$ cat src/rtl/mem_ctrl_pkg.sv
// Shared definitions for the memory controller: access type codes, funct3
// width codes, FSM state encoding, the IO region marker, and a helper that
// maps a width code to the number of byte cycles needed.
package mem_ctrl_pkg;

    localparam logic [6:0] LD_TYPE = 7'b0000011;
    localparam logic [6:0] S_TYPE  = 7'b0100011;

    localparam logic [2:0] F3_LB  = 3'b000;
    localparam logic [2:0] F3_LH  = 3'b001;
    localparam logic [2:0] F3_LW  = 3'b010;
    localparam logic [2:0] F3_LBU = 3'b100;
    localparam logic [2:0] F3_LHU = 3'b101;
    localparam logic [2:0] F3_SB  = 3'b000;
    localparam logic [2:0] F3_SH  = 3'b001;
    localparam logic [2:0] F3_SW  = 3'b010;

    // addr[17:16] value that selects the memory-mapped IO window
    localparam logic [1:0] IO_REGION_HI = 2'b11;

    typedef enum logic [1:0] {
        MEM_IDLE  = 2'd0,
        MEM_READ  = 2'd1,
        MEM_WRITE = 2'd2
    } mem_state_t;

    function automatic logic [2:0] byte_count(input logic [1:0] width);
        case (width)
            2'b00:   byte_count = 3'd1;
            2'b01:   byte_count = 3'd2;
            default: byte_count = 3'd4;
        endcase
    endfunction

endpackage

$ cat src/rtl/mem_ctrl_load_ext.sv
// Combinational load extension.
//   op  : funct3 width/sign code of the load
//   raw : little-endian assembled bus word (unused upper bytes ignored)
//   ext : sign- or zero-extended 32-bit result
module mem_load_ext
    import mem_ctrl_pkg::*;
(
    input  logic [2:0]  op,
    input  logic [31:0] raw,
    output logic [31:0] ext
);

    always_comb begin
        case (op)
            F3_LB:   ext = {{24{raw[7]}}, raw[7:0]};
            F3_LH:   ext = {{16{raw[15]}}, raw[15:0]};
            F3_LBU:  ext = {24'd0, raw[7:0]};
            F3_LHU:  ext = {16'd0, raw[15:0]};
            default: ext = raw;
        endcase
    end

endmodule

$ cat src/rtl/mem_ctrl.sv
// Memory controller: sole owner of the byte-serial RAM/IO bus.
// Arbitrates round-robin between instruction fetch and the load/store
// buffer, sequences each access into byte cycles, assembles/extends load
// data and returns a one-cycle completion pulse to the winner.
//   clk, rst (async, active low), rdy (global freeze when 0), rob_clear
//   io_buffer_full : stalls stores into the IO window
//   mem_din/mem_dout/mem_a/mem_wr : byte-serial bus
//   ifetch_req/ifetch_addr -> ifetch_ready/ifetch_data
//   in_lsb_ready/op_in/instr_type_in/data_addr_in/data_in
//       -> welcome_lsb, cache_ready/cache_instr_type/cache_data_out
//
// state     | meaning
// MEM_IDLE  | bus quiet, arbitration takes place at the next edge
// MEM_READ  | issuing byte addresses and collecting returned bytes
// MEM_WRITE | driving store bytes, possibly stalled by the IO buffer
module mem_ctrl
    import mem_ctrl_pkg::*;
#(
    parameter logic [1:0] IO_HI_BITS = IO_REGION_HI
) (
    input  logic        clk,
    input  logic        rst,
    input  logic        rdy,
    input  logic        rob_clear,
    input  logic        io_buffer_full,
    input  logic [7:0]  mem_din,
    output logic [7:0]  mem_dout,
    output logic [31:0] mem_a,
    output logic        mem_wr,
    input  logic        ifetch_req,
    input  logic [31:0] ifetch_addr,
    output logic        ifetch_ready,
    output logic [31:0] ifetch_data,
    output logic        welcome_lsb,
    input  logic        in_lsb_ready,
    input  logic [2:0]  op_in,
    input  logic [6:0]  instr_type_in,
    input  logic [31:0] data_addr_in,
    input  logic [31:0] data_in,
    output logic        cache_ready,
    output logic [6:0]  cache_instr_type,
    output logic [31:0] cache_data_out
);

    mem_state_t  state, state_n;
    logic [2:0]  cnt, cnt_n;
    logic        last_lsb, last_lsb_n;
    logic        serve_lsb, serve_lsb_n;
    logic [31:0] addr_q, addr_n;
    logic [2:0]  op_q, op_n;
    logic [6:0]  type_q, type_n;
    logic [31:0] wdata_q, wdata_n;
    logic [31:0] buf_q, buf_n;

    logic [7:0]  mem_dout_n;
    logic [31:0] mem_a_n;
    logic        mem_wr_n;
    logic        ifetch_ready_n;
    logic [31:0] ifetch_data_n;
    logic        welcome_n;
    logic        cache_ready_n;
    logic [6:0]  cache_type_n;
    logic [31:0] cache_data_n;

    logic        pick_lsb;
    logic        g_store;
    logic        g_stall;
    logic [2:0]  nb;
    logic [1:0]  cap_sel;
    logic [31:0] word_cap;
    logic [31:0] ext_word;
    logic        io_region;

    // ifetch latches op_q = LW, so the same byte count covers both requesters
    assign nb        = byte_count(op_q[1:0]);
    assign io_region = (addr_q[17:16] == IO_HI_BITS);

    // At READ step cnt the byte returning on mem_din belongs to index cnt-2.
    // word_cap is the buffer with that byte merged, so the completing edge
    // can hand out the full word without an extra cycle.
    assign cap_sel = 2'(cnt - 3'd2);
    always_comb begin
        word_cap = buf_q;
        word_cap[{cap_sel, 3'b000} +: 8] = mem_din;
    end

    mem_load_ext u_ext (
        .op  (op_q),
        .raw (word_cap),
        .ext (ext_word)
    );

    always_comb begin
        state_n        = state;
        cnt_n          = cnt;
        last_lsb_n     = last_lsb;
        serve_lsb_n    = serve_lsb;
        addr_n         = addr_q;
        op_n           = op_q;
        type_n         = type_q;
        wdata_n        = wdata_q;
        buf_n          = buf_q;
        mem_a_n        = mem_a;
        mem_dout_n     = mem_dout;
        mem_wr_n       = mem_wr;
        ifetch_ready_n = 1'b0;
        ifetch_data_n  = ifetch_data;
        cache_ready_n  = 1'b0;
        cache_type_n   = cache_instr_type;
        cache_data_n   = cache_data_out;
        pick_lsb       = 1'b0;
        g_store        = 1'b0;
        g_stall        = 1'b0;

        case (state)
            MEM_IDLE: begin
                if (!rob_clear && (ifetch_req || in_lsb_ready)) begin
                    // LSB wins when alone, or when fetch had the last grant
                    pick_lsb    = in_lsb_ready && (!ifetch_req || !last_lsb);
                    serve_lsb_n = pick_lsb;
                    last_lsb_n  = pick_lsb;
                    buf_n       = '0;
                    cnt_n       = 3'd1;
                    if (pick_lsb) begin
                        addr_n  = data_addr_in;
                        op_n    = op_in;
                        type_n  = instr_type_in;
                        wdata_n = data_in;
                        g_store = (instr_type_in == S_TYPE);
                        g_stall = g_store && io_buffer_full &&
                                  (data_addr_in[17:16] == IO_HI_BITS);
                    end else begin
                        addr_n  = ifetch_addr;
                        op_n    = F3_LW;
                        type_n  = '0;
                    end
                    mem_a_n = addr_n;
                    if (g_store) begin
                        state_n    = MEM_WRITE;
                        mem_dout_n = data_in[7:0];
                        mem_wr_n   = !g_stall;
                        cnt_n      = g_stall ? 3'd0 : 3'd1;
                    end else begin
                        state_n  = MEM_READ;
                        mem_wr_n = 1'b0;
                    end
                end
            end

            MEM_READ: begin
                if (rob_clear) begin
                    state_n  = MEM_IDLE;
                    cnt_n    = 3'd0;
                    mem_a_n  = '0;
                    mem_wr_n = 1'b0;
                end else if (cnt == 3'(nb + 3'd1)) begin
                    state_n = MEM_IDLE;
                    cnt_n   = 3'd0;
                    mem_a_n = '0;
                    buf_n   = word_cap;
                    if (serve_lsb) begin
                        cache_ready_n = 1'b1;
                        cache_type_n  = type_q;
                        cache_data_n  = ext_word;
                    end else begin
                        ifetch_ready_n = 1'b1;
                        ifetch_data_n  = word_cap;
                    end
                end else begin
                    if (cnt >= 3'd2)
                        buf_n = word_cap;
                    if (cnt < nb)
                        mem_a_n = addr_q + {29'd0, cnt};
                    cnt_n = cnt + 3'd1;
                end
            end

            MEM_WRITE: begin
                if (cnt == nb) begin
                    state_n       = MEM_IDLE;
                    cnt_n         = 3'd0;
                    mem_a_n       = '0;
                    mem_dout_n    = '0;
                    mem_wr_n      = 1'b0;
                    cache_ready_n = 1'b1;
                    cache_type_n  = type_q;
                    cache_data_n  = '0;
                end else if (io_region && io_buffer_full) begin
                    mem_wr_n = 1'b0;
                end else begin
                    mem_a_n    = addr_q + {29'd0, cnt};
                    mem_dout_n = wdata_q[{cnt[1:0], 3'b000} +: 8];
                    mem_wr_n   = 1'b1;
                    cnt_n      = cnt + 3'd1;
                end
            end

            default: begin
                state_n  = MEM_IDLE;
                cnt_n    = 3'd0;
                mem_wr_n = 1'b0;
            end
        endcase

        welcome_n = (state_n == MEM_IDLE) && !rob_clear;
    end

    always_ff @(posedge clk or negedge rst) begin
        if (!rst) begin
            state            <= MEM_IDLE;
            cnt              <= 3'd0;
            last_lsb         <= 1'b0;
            serve_lsb        <= 1'b0;
            addr_q           <= '0;
            op_q             <= '0;
            type_q           <= '0;
            wdata_q          <= '0;
            buf_q            <= '0;
            mem_a            <= '0;
            mem_dout         <= '0;
            mem_wr           <= 1'b0;
            ifetch_ready     <= 1'b0;
            ifetch_data      <= '0;
            welcome_lsb      <= 1'b0;
            cache_ready      <= 1'b0;
            cache_instr_type <= '0;
            cache_data_out   <= '0;
        end else if (rdy) begin
            state            <= state_n;
            cnt              <= cnt_n;
            last_lsb         <= last_lsb_n;
            serve_lsb        <= serve_lsb_n;
            addr_q           <= addr_n;
            op_q             <= op_n;
            type_q           <= type_n;
            wdata_q          <= wdata_n;
            buf_q            <= buf_n;
            mem_a            <= mem_a_n;
            mem_dout         <= mem_dout_n;
            mem_wr           <= mem_wr_n;
            ifetch_ready     <= ifetch_ready_n;
            ifetch_data      <= ifetch_data_n;
            welcome_lsb      <= welcome_n;
            cache_ready      <= cache_ready_n;
            cache_instr_type <= cache_type_n;
            cache_data_out   <= cache_data_n;
        end
    end

endmodule

$ cat config.mk
export PLATFORM = sky130hd
export DESIGN_NAME = mem_ctrl
export DESIGN_NICKNAME = d
export VERILOG_FILES = /design/src/rtl/mem_ctrl_pkg.sv /design/src/rtl/mem_ctrl_load_ext.sv /design/src/rtl/mem_ctrl.sv
export SDC_FILE = /design/constraint.sdc
export NUM_CORES = 1
export LEC_CHECK = 0
export BUFFER_PORTS_ARGS = -buffer_cell sky130_fd_sc_hd__buf_4
export CORE_ASPECT_RATIO = 1.1
export CORE_MARGIN = 2
export CORE_UTILIZATION = 24
export CTS_CLUSTER_SIZE = 24
export DETAILED_ROUTE_END_ITERATION = 7
export RECOVER_POWER = 50
export SYNTH_ARGS = -nofsm -noshare
export SYNTH_HDL_FRONTEND = slang
export SYNTH_HIERARCHICAL = 1
export SYNTH_SLANG_ARGS = --single-unit
$ cat constraint.sdc
create_clock -name clk -period 4.2 [get_ports clk]
set_input_delay 0.84 -clock clk [delete_from_list [all_inputs] [get_ports clk]]
set_output_delay 0.84 -clock clk [all_outputs]
set_load 0.01 [all_outputs]
Yosys cells after proc, flatten, opt, wreduce, memory -nomap -nowiden
Cells that the tools add are included.
- register bits after elaboration: 227
- input port bits: 121
- output and inout port bits: 115
- logic and storage cells: 147
- add/sub/neg operators: 5
- magnitude comparators: 2
- equality and inequality tests: 21
- shift-type cells: 3
- mux-type cells: 68
- bitwise logic cells: 2
- reduce and logical (&&, ||, !) cells: 29
- operators by type and width (kind ; count):
    two-way mux 32 bit ; 15
    case mux 32 bit (2 select lines) ; 2
    case mux 32 bit (4 select lines) ; 1
    case mux 32 bit (3 select lines) ; 1
    two-way mux 7 bit ; 5
    adder 32 x 3 -> 32 bit ; 1
    bitwise mux 32 bit ; 1
    two-way mux 8 bit ; 4
    variable shift 8 x 7 -> 32 bit, first input constant ; 1
    indexed part select 32 x 6 -> 8 bit ; 1
    indexed part select 8 x 7 -> 32 bit ; 1
    two-way mux 1 bit ; 21
    AND reduction 5 bit ; 4
    two-way mux 3 bit ; 6
    case mux 8 bit (2 select lines) ; 1
    != test 2 bit, second input constant ; 7
    case mux 7 bit (2 select lines) ; 1
    two-way mux 2 bit ; 5
    case mux 3 bit (3 select lines) ; 1
    AND reduction 3 bit ; 3
    == test 7 x 6 -> 1 bit, second input constant ; 1
    negation 5 -> 7 bit ; 1
    adder 3 x 1 -> 3 bit, second input constant ; 2
    == test 2 bit, second input constant ; 3
    other kinds (23) ; 41

Logic depth before layout (Yosys ltp)
- depth after elaboration: 11
- mapped depth: 12
- mapped depth without buffers: 9

Hierarchy
The synthesis kept the hierarchy.
- modules (own cells, without submodules) (module ; times used ; cells each ; area an instance (µm²) ; seq. area each (µm²)):
    mem_ctrl ; 1 ; 1081 ; 11228.3 ; 5680.4
    mem_load_ext ; 1 ; 67 ; 355.3 ; 0.0

Least setup slack after synthesis
Ideal clock, no wire load.
- path kind: register to register
- start point: reg cnt[1]
- end point: reg mem_a[30]
- library setup time: 126 ps
- arrival: 2755 ps
- path slack: 1319 ps
- cell stages (with the launch flop): 9
- clock period less this slack: 2881 ps
- path through: dfrtp_1 buf_1 inv_1 fa_1 and2b_4 o211ai_4 or3_4 o211a_1 o32a_1
- word-level cells in the longest chain between the ends: 5
- elaborated cells between the ends (all ways): 13
- those cells by class: add/sub: 1; order compare: 1; eq/ne: 4; mux: 6; reduce/logical: 1
- ends and longest elaborated chain (what ; RTL line ; text):
    from (decl) ; mem_ctrl.sv:46 ; logic [2:0] cnt, cnt_n;
    from (signal assigned) ; mem_ctrl.sv:230 ; cnt <= cnt_n;
    adder 32 x 3 -> 32 bit ; mem_ctrl.sv:173, mem_ctrl.sv:191 ;
    two-way mux 32 bit ; mem_ctrl.sv:172 ; if (cnt < nb)
    two-way mux 32 bit ; mem_ctrl.sv:156 ; end else if (cnt == 3'(nb + 3'd1)) begin
    two-way mux 32 bit ; mem_ctrl.sv:151 ; if (rob_clear) begin
    case mux 32 bit (3 select lines) ; mem_ctrl.sv:115 ; case (state)
    to (signal assigned) ; mem_ctrl.sv:238 ; mem_a <= mem_a_n;
    to (decl) ; mem_ctrl.sv:28 ; output logic [31:0] mem_a,
Parallel ways exist; a longest one is shown, timed or not. The select of a mux whose other input is x is not followed.
A chain may end at the register's enable or synchronous reset.

Final worst setup path
- start point: reg state[0]
- end point: reg mem_a[26]
- word-level cells in the longest chain between the ends: 3
- elaborated cells between the ends (all ways): 9
- those cells by class: eq/ne: 5; mux: 1; reduce/logical: 3
- ends and longest elaborated chain (what ; RTL line ; text):
    from (decl) ; mem_ctrl.sv:45 ; mem_state_t state, state_n;
    from (signal assigned) ; mem_ctrl.sv:229 ; state <= state_n;
    == test 2 x 1 -> 1 bit, or another cell as far along ; mem_ctrl.sv:115 ;
    != test 4 bit (no line), or another cell as far along ; - ;
    AND reduction 5 bit (no line) ; - ;
Parallel ways exist; a longest one is shown, timed or not.

==> impl_metrics.json <==
{
  "start_util_pct": 24.28,
  "rsz0062_at_grt": "false",
  "placementRows": 84,
  "intPower_w": 0.005857,
  "cts.sinks": 227,
  "dp_hpwl_mm": 26.45,
  "first_global_vias": 9124,
  "whs_ps": 476.6,
  "clock_path_buffers": 3,
  "report.final.hold_viol_count": 0,
  "reg2reg_slack_ps": 1000,
  "skew_ps": 18.52,
  "period_share_pct": 76.16,
  "port-buffer-count": 235,
  "path_max_fanout": 43,
  "synthArstFlopShare_pct": 100.0,
  "final_cell_mix": "dfrtp_1 (227), buf_4 (194), nand2_1 (171), o21ai_0 (168), mux2_2 (91)",
  "route.met3.wl_mm": 2.067,
  "yosys_most_used_dff": "dfrtp_1",
  "power_leakage_nw": 6.483,
  "syn-instance-count": 1148,
  "cts_setup_buffers": 0,
  "worstSkewPairLatency_ps": 550,
  "synth_area_sq_mm": 0.01158,
  "die_w_um": 213.5,
  "tightest_slew_ps": 2642,
  "grt_util_all_layers_pct": 14.26,
  "drv_slew": 100,
  "io_pins": 236,
  "place_ws_ps": 958.1,
  "ff_latch_area_sq_mm": 0.005680,
  "worstPathArrival_ps": 3680,
  "die_height_um": 234.4,
  "critPathRequiredTime_ps": 4680,
  "hold_start": "buf_q[1]",
  "overflow": 0,
  "grt_max_degree": 101,
  "relSlewSlack_pct": -76.15,
  "final_common_cell": "dfrtp_1",
  "place_inst": 1967,
  "fin_ws_ps": 1001,
  "clockPowerShare_pct": 26.6,
  "drc": 0,
  "core-area_sq_mm": 0.04772,
  "antenna_found_initial": 2,
  "via_per_inst": 4.585,
  "hold_end": "buf_q[1]",
  "yosysWarnings": 6,
  "p_per_area_mw_per_mm2": 627.9,
  "min_path_cells": 2,
  "end_kind": "flop",
  "grt_pass1_wl_mm": 54.94,
  "fill_cells": 5017,
  "top_layer": "met5",
  "cts_tree": "built",
  "cp-start-kind": "flop",
  "p_seq_share_pct": 38.8,
  "swShare_pct": 36.15,
  "cts_made_buffers": 27,
  "cts_resized": 0,
  "num-nets-final": 1488,
  "dr_total_vias": 9239,
  "violations": "max-capacitance violations, max-slew violations",
  "ant_nets": 0,
  "multi_input_area_sq_mm": 0.005182,
  "synth_enable_flop_cells": 0,
  "regToRegStartpoint": "state[0]",
  "synth.distinct_cells": 81,
  "max_freq_mhz": 312.6,
  "r2r_cells": 8,
  "cp-startpoint": "state[0]",
  "dr_wl_met2_mm": 17.60,
  "drt-total-wl_mm": 36.09,
  "worstSetupPathType": "reg2reg",
  "ys_ff_latch": 227,
  "drtIter0Drc": 643,
  "r2r-end": "mem_a[26]",
  "drive_above_1_share_pct": 26.66,
  "maxCapViolCount": 1,
  "peakVddDrop_mv": 0.2102,
  "drtPass1Iterations": 5,
  "cts_root_buffer": "clkbuf_16",
  "synth-seq-area-share_pct": 49.04,
  "dieArea_sq_mm": 0.05004,
  "h-tree-depth": 1,
  "power_frac_comb_pct": 34.6,
  "path_clk_slew_ps": 60,
  "area_growth_pct": 26.12,
  "outcome": "finished, violations left",
  "syn_nets": 1285,
  "wl_per_cell_um": 17.91,
  "min_path_type": "reg2reg",
  "final_cells": 2015,
  "cts_hold_buf": 0,
  "p_sw_w": 0.003317,
  "syn_avg_cell_area_sq_um": 10.09,
  "fin_crit_ps": 3199,
  "final-setup-viol-count": 0,
  "globalplace.congestion": 0.8390,
  "finalSetupTns_ps": 0,
  "wl_met1_mm": 15.48
}
==> metal layers <==
layer	global-route usage, %	vias up
met5	0	-
met4	4.167	2
met3	2.935	52
met2	24.15	274
met1	18.34	4482
li1	-	4429
==> worst max path at each step <==
stage / end / cells past startpoint
after floorplan: mem_a[30] / 8
final: mem_a[26] / 8
after global placement: mem_dout[1] / 7
after CTS: mem_a[26] / 8
after global routing: wdata_q[8] / 2
after detailed placement: mem_dout[1] / 7
==> power groups by stage <==
stage | Combinational [W] | Sequential, W | Clock, W
6_report | 0.00317 | 0.00356 | 0.00244
2_1_floorplan | 0.00188 | 0.00361 | 0
3_5_place_dp | 0.00338 | 0.00360 | 0
5_1_grt | 0.00352 | 0.00367 | 0.00262
3_3_place_gp | 0.00330 | 0.00357 | 0
4_1_cts | 0.00339 | 0.00357 | 0.00252
==> stage by stage <==
stage	power (W)	cell area [sq um]	utilization [%]
3_3_place_gp	0.006878	13920	29.18
3_5_place_dp	0.006971	13920	29.18
5_1_grt	0.009809	14610	30.62
6_report	0.009174	14610	30.62
4_1_cts	0.009476	14840	31.09
2_1_floorplan	0.005490	11580	-
==> worst max-delay path, cell delays in order (launching register included) <==
cell and delay, ps:
dfrtp_1 400, inv_1 130, ha_1 270, inv_2 560, nor3_2 190, or3_1 630, buf_4 310, nor3_4 410
a221o_1 220
==> area by class of cell <==
type                    instances  area share [%]
flip-flops and latches        227           38.88
diodes                          1         0.01713
well taps                     645           5.524
repair buffers                255           11.66
clock buffers                  37           5.156
clock inverters                10           1.096
inverters                      85           2.184
multi-input cells             755           35.47
==> registers in the layout (all words and copies together) (netlist names), 7 cells and up <==
name              count
buf_q                32
type_q                7
cache_instr_type      7
mem_dout              8
cache_data_out       32
addr_q               32
wdata_q              32
ifetch_data          32
mem_a                32
==> logic make-up (layout without fill, tap and decap cells) <==
kind of cell | count (synthesis) | count (layout) | share of synthesized area [%]
simple gates | 311 | 311 | 13.16
compound gates | 274 | 274 | 14.52
flops | 227 | 227 | 49.04
buf+inv | 166 | 387 | 6.535
mux | 133 | 133 | 13.37
xor+xnor | 21 | 21 | 1.588
fa+ha+maj | 16 | 16 | 1.793
other cells | 0 | 1 | 0
==> Yosys cell counts, types with 6 or more instances <==
master	n	area, sq um
o22ai_1	14	87.58
inv_1	84	315.3
and3_1	6	37.54
nor2_1	15	56.30
nand3_1	41	205.2
nor3_1	17	85.08
o21ai_0	169	845.8
dfrtp_1	227	5680
buf_4	15	112.6
mux2i_1	33	330.3
o211ai_1	6	45.04
a21oi_1	9	45.04
xnor2_1	10	87.58
clkbuf_1	44	165.2
a22o_1	17	148.9
ha_1	15	187.7
xor2_1	11	96.34
mux2_2	91	1025
a221o_1	9	90.09
buf_2	13	65.06
nand2_1	171	641.9
nand4_1	6	37.54
a31oi_1	6	37.54
mux4_2	8	180.2
nor4_1	16	100.1
No activity file was read; power rests on OpenSTA's default activity.
